--- config.mk ---
export PLATFORM = sky130hd
export DESIGN_NAME = muldiv_unit
export DESIGN_NICKNAME = d
export VERILOG_FILES = /design/src/rtl/muldiv_unit.sv
export SDC_FILE = /design/constraint.sdc
export NUM_CORES = 1
export LEC_CHECK = 0
export CAP_MARGIN = 0
export CORE_UTILIZATION = 45
export DETAILED_ROUTE_END_ITERATION = 8
export PLACE_DENSITY = 0.65
export SLEW_MARGIN = 30
export SYNTH_ARGS = -nofsm -noshare
export SYNTH_HDL_FRONTEND = slang
export SYNTH_SLANG_ARGS = --single-unit
--- constraint.sdc ---
create_clock -name clk -period 7.7 [get_ports clk]
set_clock_uncertainty 0.05 [all_clocks]
set_input_delay 1.54 -clock clk [delete_from_list [all_inputs] [get_ports clk]]
set_output_delay 1.54 -clock clk [all_outputs]
set_load 0.01 [all_outputs]
--- src/rtl/muldiv_unit.sv ---
// muldiv_unit: iterative MULT/MULTU/DIV/DIVU unit for the EX stage.
// One shared 2*WIDTH accumulator serves both the shift-add multiplier and the
// restoring divider. Operands are reduced to magnitudes on entry, and the sign
// is restored in a single FIX cycle. The result is presented as a one-cycle
// HI/LO write pulse.
module muldiv_unit #(
    parameter int WIDTH = 32
) (
    input  logic             clk,
    input  logic             rst,
    input  logic             start,
    input  logic             op_div,
    input  logic             op_signed,
    input  logic [WIDTH-1:0] src_a,
    input  logic [WIDTH-1:0] src_b,
    input  logic             cancel,
    output logic             stall_req,
    output logic             done,
    output logic             hi_we,
    output logic             lo_we,
    output logic [WIDTH-1:0] hi_o,
    output logic [WIDTH-1:0] lo_o
);

    localparam int CW = 6;
    localparam logic [CW-1:0] LAST_ITER = CW'(WIDTH - 1);

    typedef enum logic [1:0] {
        S_IDLE,
        S_CALC,
        S_FIX,
        S_DONE
    } state_t;

    state_t             state_q, state_d;
    logic [CW-1:0]      cnt_q, cnt_d;
    logic [WIDTH-1:0]   opnd_q, opnd_d;     // multiplicand (MUL) or divisor (DIV)
    logic [2*WIDTH-1:0] acc_q, acc_d;       // {hi, lo} working register
    logic               sign_a_q, sign_a_d;
    logic               sign_b_q, sign_b_d;
    logic               div_q, div_d;
    logic [WIDTH-1:0]   hi_q, hi_d;
    logic [WIDTH-1:0]   lo_q, lo_d;
    logic               done_q, done_d;

    logic               in_sign_a, in_sign_b;
    logic [WIDTH-1:0]   mag_a, mag_b;
    logic [WIDTH:0]     mul_sum;
    logic [2*WIDTH-1:0] mul_next;
    logic [WIDTH+1:0]   div_diff;
    logic [2*WIDTH-1:0] div_next;
    logic [2*WIDTH-1:0] prod_fix;
    logic [WIDTH-1:0]   quot, rem, quot_fix, rem_fix;
    logic               div_by_zero;

    // Operand magnitudes and one iteration step for both algorithms.
    always_comb begin
        // NOTE: every always_comb output gets a default first; a path that
        // leaves a variable unassigned would infer a latch.
        in_sign_a = op_signed & src_a[WIDTH-1];
        in_sign_b = op_signed & src_b[WIDTH-1];
        mag_a     = in_sign_a ? -src_a : src_a;
        mag_b     = in_sign_b ? -src_b : src_b;

        // Shift-add: add the multiplicand into the upper half when the
        // current multiplier bit (acc[0]) is set, then shift right.
        mul_sum  = {1'b0, acc_q[2*WIDTH-1:WIDTH]} + (acc_q[0] ? {1'b0, opnd_q} : '0);
        mul_next = {mul_sum, acc_q[WIDTH-1:1]};

        // Restoring divide: trial-subtract the divisor from the shifted
        // remainder; keep it and shift in a 1 if no borrow.
        div_diff = {1'b0, acc_q[2*WIDTH-1:WIDTH-1]} - {2'b00, opnd_q};
        div_next = div_diff[WIDTH+1] ? {acc_q[2*WIDTH-2:0], 1'b0}
                                     : {div_diff[WIDTH-1:0], acc_q[WIDTH-2:0], 1'b1};

        // Sign correction applied in FIX. A zero divisor yields an all-ones
        // quotient and a remainder equal to the original dividend.
        prod_fix    = (sign_a_q ^ sign_b_q) ? -acc_q : acc_q;
        quot        = acc_q[WIDTH-1:0];
        rem         = acc_q[2*WIDTH-1:WIDTH];
        div_by_zero = (opnd_q == '0);
        quot_fix    = div_by_zero ? '1 : ((sign_a_q ^ sign_b_q) ? -quot : quot);
        rem_fix     = sign_a_q ? -rem : rem;
    end

    // Next-state and next-register computation for the control FSM.
    always_comb begin
        state_d  = state_q;
        cnt_d    = cnt_q;
        opnd_d   = opnd_q;
        acc_d    = acc_q;
        sign_a_d = sign_a_q;
        sign_b_d = sign_b_q;
        div_d    = div_q;
        hi_d     = hi_q;
        lo_d     = lo_q;
        done_d   = 1'b0;

        unique case (state_q)
            S_IDLE: begin
                if (start) begin
                    state_d  = S_CALC;
                    cnt_d    = '0;
                    sign_a_d = in_sign_a;
                    sign_b_d = in_sign_b;
                    div_d    = op_div;
                    opnd_d   = op_div ? mag_b : mag_a;
                    acc_d    = op_div ? {{WIDTH{1'b0}}, mag_a} : {{WIDTH{1'b0}}, mag_b};
                end
            end
            S_CALC: begin
                acc_d = div_q ? div_next : mul_next;
                cnt_d = cnt_q + 1'b1;
                if (cnt_q == LAST_ITER) begin
                    state_d = S_FIX;
                end
            end
            S_FIX: begin
                state_d = S_DONE;
                done_d  = 1'b1;
                if (div_q) begin
                    hi_d = rem_fix;
                    lo_d = quot_fix;
                end else begin
                    hi_d = prod_fix[2*WIDTH-1:WIDTH];
                    lo_d = prod_fix[WIDTH-1:0];
                end
            end
            S_DONE: begin
                state_d = S_IDLE;
            end
            default: begin
                state_d = S_IDLE;
            end
        endcase

        // A flush overrides everything: back to IDLE, no pulse, results kept.
        if (cancel) begin
            state_d = S_IDLE;
            done_d  = 1'b0;
            hi_d    = hi_q;
            lo_d    = lo_q;
        end
    end

    // State and datapath registers with asynchronous active-high reset.
    always_ff @(posedge clk or posedge rst) begin
        // NOTE: sequential state uses non-blocking assignments so every flop
        // samples the pre-edge values, regardless of statement order.
        if (rst) begin
            state_q  <= S_IDLE;
            cnt_q    <= '0;
            opnd_q   <= '0;
            acc_q    <= '0;
            sign_a_q <= 1'b0;
            sign_b_q <= 1'b0;
            div_q    <= 1'b0;
            hi_q     <= '0;
            lo_q     <= '0;
            done_q   <= 1'b0;
        end else begin
            state_q  <= state_d;
            cnt_q    <= cnt_d;
            opnd_q   <= opnd_d;
            acc_q    <= acc_d;
            sign_a_q <= sign_a_d;
            sign_b_q <= sign_b_d;
            div_q    <= div_d;
            hi_q     <= hi_d;
            lo_q     <= lo_d;
            done_q   <= done_d;
        end
    end

    // Stall from the accepted start cycle through FIX; released in DONE.
    always_comb begin
        stall_req = !rst & (((state_q == S_IDLE) & start & !cancel)
                            | (state_q == S_CALC) | (state_q == S_FIX));
    end

    assign done  = done_q;
    assign hi_we = done_q;
    assign lo_we = done_q;
    assign hi_o  = hi_q;
    assign lo_o  = lo_q;

endmodule

==> results of run 1 <==
## metrics by stage
stage	hold WS, ns	instances	instance area (sq um)
finish	0.4318	2267	16290
floorplan	0.3998	1784	14040
global placement	0.4165	2235	15650
CTS	0.4387	2267	16280
global route	0.4509	2267	16290
detailed placement	0.4233	2235	15660
## sequential cells by signal (all words and copies together) (netlist names)
register and flops:
cnt_q 6, acc_q 64, done 1, state_q 2, sign_b_q 1, hi_o 32
div_q 1, sign_a_q 1, opnd_q 32, lo_o 32
## routing by layer
layer / vias up / wire length (um) / global-route usage [%] / share of wire (%)
met3: 56 / 2233 / 3.154 / 5.2
li1: 6534 / - / - / -
met5: - / 0 / 0 / 0
met4: 0 / 1213 / 9.428 / 2.8
met2: 386 / 19000 / 42.26 / 44
met1: 6454 / 20760 / 39.54 / 48
## cells in the final DEF (no fill, tap or decap), types with 7 or more instances in the layout
| master | netlist | layout |
|---|---|---|
| o21ai_0 | 181 | 181 |
| or4_1 | 7 | 7 |
| ha_1 | 72 | 72 |
| dfrtp_1 | 172 | 171 |
| mux2_2 | 19 | 19 |
| or3_1 | 17 | 17 |
| nor4_1 | 20 | 19 |
| nor2b_1 | 9 | 9 |
| nand2_1 | 166 | 165 |
| a31oi_1 | 10 | 10 |
| nor2_1 | 220 | 219 |
| xnor2_1 | 87 | 86 |
| o211a_1 | 9 | 9 |
| o31ai_1 | 19 | 19 |
| o21a_1 | 9 | 8 |
| nand3_1 | 23 | 23 |
| a21oi_1 | 195 | 194 |
| nor3_1 | 32 | 32 |
| clkbuf_16 | 0 | 17 |
| a211oi_1 | 34 | 34 |
| o41ai_1 | 15 | 15 |
| and3_1 | 13 | 13 |
| nand2b_1 | 16 | 15 |
| a22oi_1 | 13 | 13 |
| a21o_1 | 35 | 35 |
| buf_4 | 2 | 14 |
| and2_1 | 7 | 7 |
| o211ai_1 | 11 | 11 |
| xor2_1 | 89 | 89 |
| nand4_1 | 11 | 11 |
| inv_1 | 69 | 67 |
| clkdlybuf4s50_1 | 0 | 136 |
| mux2i_1 | 26 | 26 |
## kinds of logic (layout without fill, tap and decap cells)
| logic type | Yosys count | count (layout) | share of synthesized area, % |
|---|---|---|---|
| AND/OR/NAND/NOR | 566 | 566 | 18.46 |
| XOR/XNOR | 176 | 176 | 10.98 |
| multiplexers | 45 | 45 | 3.379 |
| flip-flops | 172 | 172 | 30.67 |
| AO/OA/AOI/OAI | 585 | 585 | 25.25 |
| buffers and inverters | 166 | 253 | 4.555 |
| adder cells (fa/ha/maj) | 74 | 74 | 6.703 |
## worst paths after layout
path                                               to                 start  depth (start not counted)
worst max-delay path            acc_q[29]$_DFFE_PP0P_              src_b[7]                         10
worst min-delay path              hi_o[0]$_DFFE_PP0P_   hi_o[0]$_DFFE_PP0P_                          2
worst max register to register  acc_q[63]$_DFFE_PP0P_  acc_q[0]$_DFFE_PP0P_                         14
worst min register to register    hi_o[0]$_DFFE_PP0P_   hi_o[0]$_DFFE_PP0P_                          2
max in group asynchronous         hi_o[5]$_DFFE_PP0P_                   rst                          3
min in group asynchronous        acc_q[8]$_DFFE_PP0P_                   rst                          2
## power breakdown
group | internal, uW | leakage [uW] | total, uW | switching, uW
Sequential | 1310 | 0.00212 | 1900 | 595
Clock | 501 | 0.000293 | 920 | 419
Combinational | 1980 | 0.00463 | 4680 | 2700
## layout make-up
| type | instances | area share (%) |
|---|---|---|
| multi-input cells | 1446 | 56.02 |
| flip-flops and latches | 172 | 26.43 |
| repair buffers | 152 | 9.103 |
| well taps | 396 | 3.042 |
| clock buffers | 18 | 2.696 |
| inverters | 69 | 1.621 |
| clock inverters | 14 | 1.083 |
## worst min-delay path, cell delays in order (launching register included)
cell     delay [ns]
dfrtp_1        0.34
nand2_1        0.05
o21ai_0        0.06
==> key figures, run 1 <==
STA
  • Final worst slack: 2.922 ns
  • Fin Setup TNS: 0 ns
  • Unrepaired setup endpoints after global routing: no
  • Final setup viols: 0
  • Final Hold Viols: 0
  • Min Tclk post-route: 4.778 ns
  • Worst-margin pin slew: 0.9135 ns
  • Final Max Tran Viols: 0
  • FMAX: 209.3 MHz
  • Max-slew headroom: 38.54%
  • Final worst path period share: 62.06%

Detailed routing
  • Total wire length: 43.20 mm
  • Antenna-violating nets left: 0
  • Post-DR vias/cell: 5.924
  • Drt wl/cell: 19.06 um
  • Vias: 13430
  • Router iterations before antenna repair: 5
  • Residual DRC: 0
  • Iter 0 DRT Violations: 1259

Power and ir drop
  • Power Total: 7499 uW
  • Leakage Power: 0.007043 uW
  • Power Density: 460.4 mW/mm^2
  • VDD IR-drop max: 0.0002107 V

Status
  • Status: completed

Clock network
  • Reg clk slew, reported paths: 0.08 ns
  • CTS root buf: clkbuf_16
  • Total CTS buffers: 17
  • CTS tree: yes
  • CTS Hold Bufs: 0
  • Worst-Skew Late Latency: 0.45 ns
  • H-tree depth: 4
  • Post-CTS Setup Bufs: 0
  • Clock Tree Buf Depth: 2
  • Sink Count: 172
  • PostCTS Resize Cnt: 0

GRT
  • Vias in the first global route: 12480
  • First-pass GRT wire length: 67.95 mm
  • Total Routing Usage GR: 27.44%
  • Initial antenna violation count: 0
  • GRT overflow: 0
  • Largest net degree at the start of global routing: 113

Synth
  • Avg Cell Area, Syn: 7.868 sq um
  • Post-synth EDFFs: 0
  • Largest cells by area after synthesis: dfrtp_1 31%, a21oi_1 7.0%, o21ai_0 6.5%
  • Yosys top cell area share: 30.67%
  • Mapped Nets: 1928
  • Post-synthesis register bit count: 172
  • Count leader, synth: nor2_1
  • Ys async rst share: 100.0%
  • Yosys cell types: 68
  • Mapped Cells: 1784
  • Register area share after synthesis: 30.67%
  • Synth top cells by count: 220 x nor2_1, 195 x a21oi_1, 181 x o21ai_0, 172 x dfrtp_1, 166 x nand2_1
  • Most used DFF post-synth: dfrtp_1
  • Synthesized area: 0.01404 sq mm
  • Leading area contributor after synthesis: dfrtp_1
  • Yosys warnings: 0

Die
  • Overall die area: 0.03190 sq mm
  • Core box area: 0.03067 sq mm
  • Floorplan die width: 178.6 um
  • Die height: 178.6 um
  • Io pins: 138
  • Initial core utilization: 45.77%
  • Rows: 64

Worst setup path
  • CP required: 7.95 ns
  • CP Launch Type: input pin
  • Crit. End Element: flop
  • Buf+Inv Stages, Crit Path: 1
  • Worst R2R Setup Slack: 3.29 ns
  • Setup CP Type: input pin to flop
  • Crit Path Max Fanout: 4
  • Critical Path Max Stage Delay: 0.61 ns
  • CP top delay family: simple AND/OR/NAND/NOR gates
  • Critical Path AT: 5.03 ns
  • CP cell instances: clkdlybuf4s50_1 > or4_1 > or3_1 > or4_1 > nor3b_1 > nand3b_1 > o41ai_1 > xnor2_1 > o211ai_1 > o311ai_0
  • Worst path slowest cell: or4_1
  • CP most frequent cell: or4_1

Layout
  • Area taken by multi-input logic gates: 0.009124 sq mm
  • Final net count: 2002
  • Core Util, Final: 53.10%
  • # diodes: 0
  • Share of layout cells above drive strength 1: 5.024%
  • Fill count: 2946
  • Area delta synth->final: 16.04%
  • Storage element area: 0.004305 sq mm

Placement
  • # port buffers: 137
  • Gpl congestion: 0.9404
  • Post-DP HPWL: 32.85 mm
  • Post-place setup slack: 2.528 ns

Worst hold path
  • Hold Crit Class: flop to flop

Flow run
  • Max-Cap Viols: 0
Power figures use the tool's default switching activity.
==> run 2: changes to the inputs <==
clock period = 4.7 ns   (was 7.7 ns; I/O delays follow)
==> key figures, run 2 (synthesized netlist as in run 1, its figures left out) <==
Power and ir drop
  • VDD IR-drop max: 0.0003531 V (+68%)
  • Leakage Power: 0.007155 uW (+1.6%)
  • Power Density: 751.7 mW/mm^2 (+63%)

Worst hold path
  • Hold Path Stages: 2 (unchanged)
  • Hold wc startpoint: hi_o[9]$_DFFE_PP0P_
  • Worst Hold End: hi_o[9]$_DFFE_PP0P_
  • Hold Crit Class: flop to flop

Detailed routing
  • Residual DRC: 0 (unchanged)
  • Total wire length: 43.30 mm (+0.22%)
  • Iter 0 DRT Violations: 1110 (-12%)
  • Vias: 13560 (+0.94%)
  • Post-DR vias/cell: 5.922 (about the same)
  • Router iterations before antenna repair: 6 (+1)
  • Antenna-violating nets left: 0 (unchanged)
  • Drt wl/cell: 18.92 um (-0.74%)

Clock network
  • CTS Hold Bufs: 0 (unchanged)
  • Post-CTS Setup Bufs: 0 (unchanged)
  • CTS tree: yes
  • CTS root buf: clkbuf_16
  • Clock Tree Buf Depth: 2 (unchanged)
  • Total CTS buffers: 17 (unchanged)
  • Sink Count: 172 (unchanged)
  • Reg clk slew, reported paths: 0.08 ns (about the same)
  • Worst-Skew Late Latency: 0.45 ns (about the same)
  • PostCTS Resize Cnt: 0 (unchanged)
  • H-tree depth: 4 (unchanged)

GRT
  • GRT met1 Usage: 40.97% (+1.4 points)
  • Vias in the first global route: 12500 (+0.16%)
  • Initial antenna violation count: 0 (unchanged)
  • Largest net degree at the start of global routing: 76 (-33%)
  • GRT overflow: 0 (unchanged)
  • Met2 usage: 42.18% (-0.081 points)
  • Met3 usage: 2.685% (-0.47 points)
  • Total Routing Usage GR: 27.79% (+0.35 points)
  • First-pass GRT wire length: 68.71 mm (+1.1%)
  • Most Crowded Layer GR: met2

Worst setup path
  • Crit. End Element: flop
  • Buf+Inv Stages, Crit Path: 1 (unchanged)
  • Worst R2R Path Depth: 14 (unchanged)
  • Worst path slowest cell: or4_1
  • CP required: 4.95 ns (-3.00 ns)
  • Critical Path AT: 4.45 ns (-0.58 ns)
  • Reg2reg start: acc_q[31]$_DFFE_PP0P_
  • CP cell instances: clkdlybuf4s50_1 > or4_1 > or3_1 > or4_1 > nor3b_1 > nand3b_1 > o41ai_1 > xnor2_1 > o211ai_1 > o311ai_0
  • Worst R2R Setup Slack: 0.59 ns (-2.70 ns)
  • CP top delay family: simple AND/OR/NAND/NOR gates
  • CP most frequent cell: or4_1
  • Crit Path Max Fanout: 4 (unchanged)
  • CP Launch Type: input pin
  • Critical Path Max Stage Delay: 0.61 ns (about the same)
  • Reg-to-reg endpoint: acc_q[62]$_DFFE_PP0P_
  • Setup CP Type: input pin to flop

Die
  • Io pins: 138 (unchanged)
  • Overall die area: 0.03190 sq mm (unchanged)
  • Rows: 64 (unchanged)
  • Initial core utilization: 45.77% (unchanged)
  • Core box area: 0.03067 sq mm (unchanged)
  • Floorplan die width: 178.6 um (unchanged)
  • Die height: 178.6 um (unchanged)

Layout
  • Core Util, Final: 53.63% (+0.53 points)
  • Most frequent cells in the layout: 220 x nor2_1, 194 x a21oi_1, 181 x o21ai_0
  • Area delta synth->final: 17.19%
  • Max reg flops: 64 (unchanged)
  • Final net count: 2023 (+1.0%)
  • Share of layout cells above drive strength 1: 5.920% (+0.90 points)
  • Final Instance Area: 0.01645 sq mm (+0.99%)
  • Commonest non-fill, non-tap cell in the layout: nor2_1
  • Top reg by flops: acc_q

Placement
  • Post-DP HPWL: 33.46 mm (+1.9%)
  • Post-DP Area: 0.01584 sq mm (+1.2%)
  • Gpl congestion: 0.9413 (about the same)
  • # port buffers: 137 (unchanged)
  • Post-place setup slack: 0.08762 ns (-2.440 ns)

STA
  • Final worst path period share: 89.29%
  • Worst-margin pin slew: 0.8705 ns (-0.04304 ns)
  • Final Hold Viols: 0 (unchanged)
  • Final setup viols: 0 (unchanged)
  • Fin Setup TNS: 0 ns (unchanged)
  • Max-slew headroom: 41.43% (+2.9 points)
  • FMAX: 238.3 MHz
  • Unrepaired setup endpoints after global routing: no
  • Final Max Tran Viols: 0 (unchanged)
  • Min Tclk post-route: 4.197 ns
  • Final worst slack: 0.5033 ns (-2.418 ns)

Status
  • Status: completed

Flow run
  • Max-Cap Viols: 0 (unchanged)
-- run 2: routing by layer --
metal / routed length, um / part of all wire, % / vias to the layer above
met5: 0 / 0 / -
met4: 996 / 2.3 / 0
met3: 2524 / 5.8 / 60
met2: 18910 / 44 / 470
met1: 20870 / 48 / 6453
li1: - / - / 6573
-- run 2: area by class of cell --
class                      count  area [sq um]
fill                        2957         14220
multi-input combinational   1446          9110
sequential                   172          4305
timing repair buffer         173          1674
tap                          396         495.5
clock buffer                  19         442.9
inverter                      69         262.8
clock inverter                13         155.1
antenna                        1         2.502
-- run 2: metrics by stage --
step,hold slack (ns),power [uW],instances
3_5_place_dp,0.4192,10770,2256
6_report,0.4243,12360,2289
4_1_cts,0.4340,12300,2288
2_1_floorplan,0.3998,8319,1784
3_3_place_gp,0.4109,10650,2256
5_1_grt,0.4682,13370,2288
-- run 2: worst register-to-register path, delay by kind of cell (launching register included) --
kind,cells,cell delay [ns]
AO/OA/AOI/OAI,9,2.57
XOR/XNOR,1,0.15
adder cells (fa/ha/maj),2,0.58
buffers and inverters,2,0.21
flip-flops,1,0.44
-- run 2: where the power goes --
part           leakage [uW]  switching, uW  total [uW]  internal [uW]
Clock              0.000294            668        1480            814
Sequential          0.00212            920        3060           2140
Combinational       0.00474           4490        7820           3330
-- run 2: worst max path at each step --
stage | start | endpoint | cells after the start
after global routing | src_b[7] | acc_q[29]$_DFFE_PP0P_ | 10
after floorplan | src_b[9] | acc_q[29]$_DFFE_PP0P_ | 9
after global placement | src_b[7] | acc_q[29]$_DFFE_PP0P_ | 10
after CTS | src_b[7] | acc_q[29]$_DFFE_PP0P_ | 10
final | src_b[7] | acc_q[29]$_DFFE_PP0P_ | 10
after detailed placement | src_b[7] | acc_q[29]$_DFFE_PP0P_ | 10
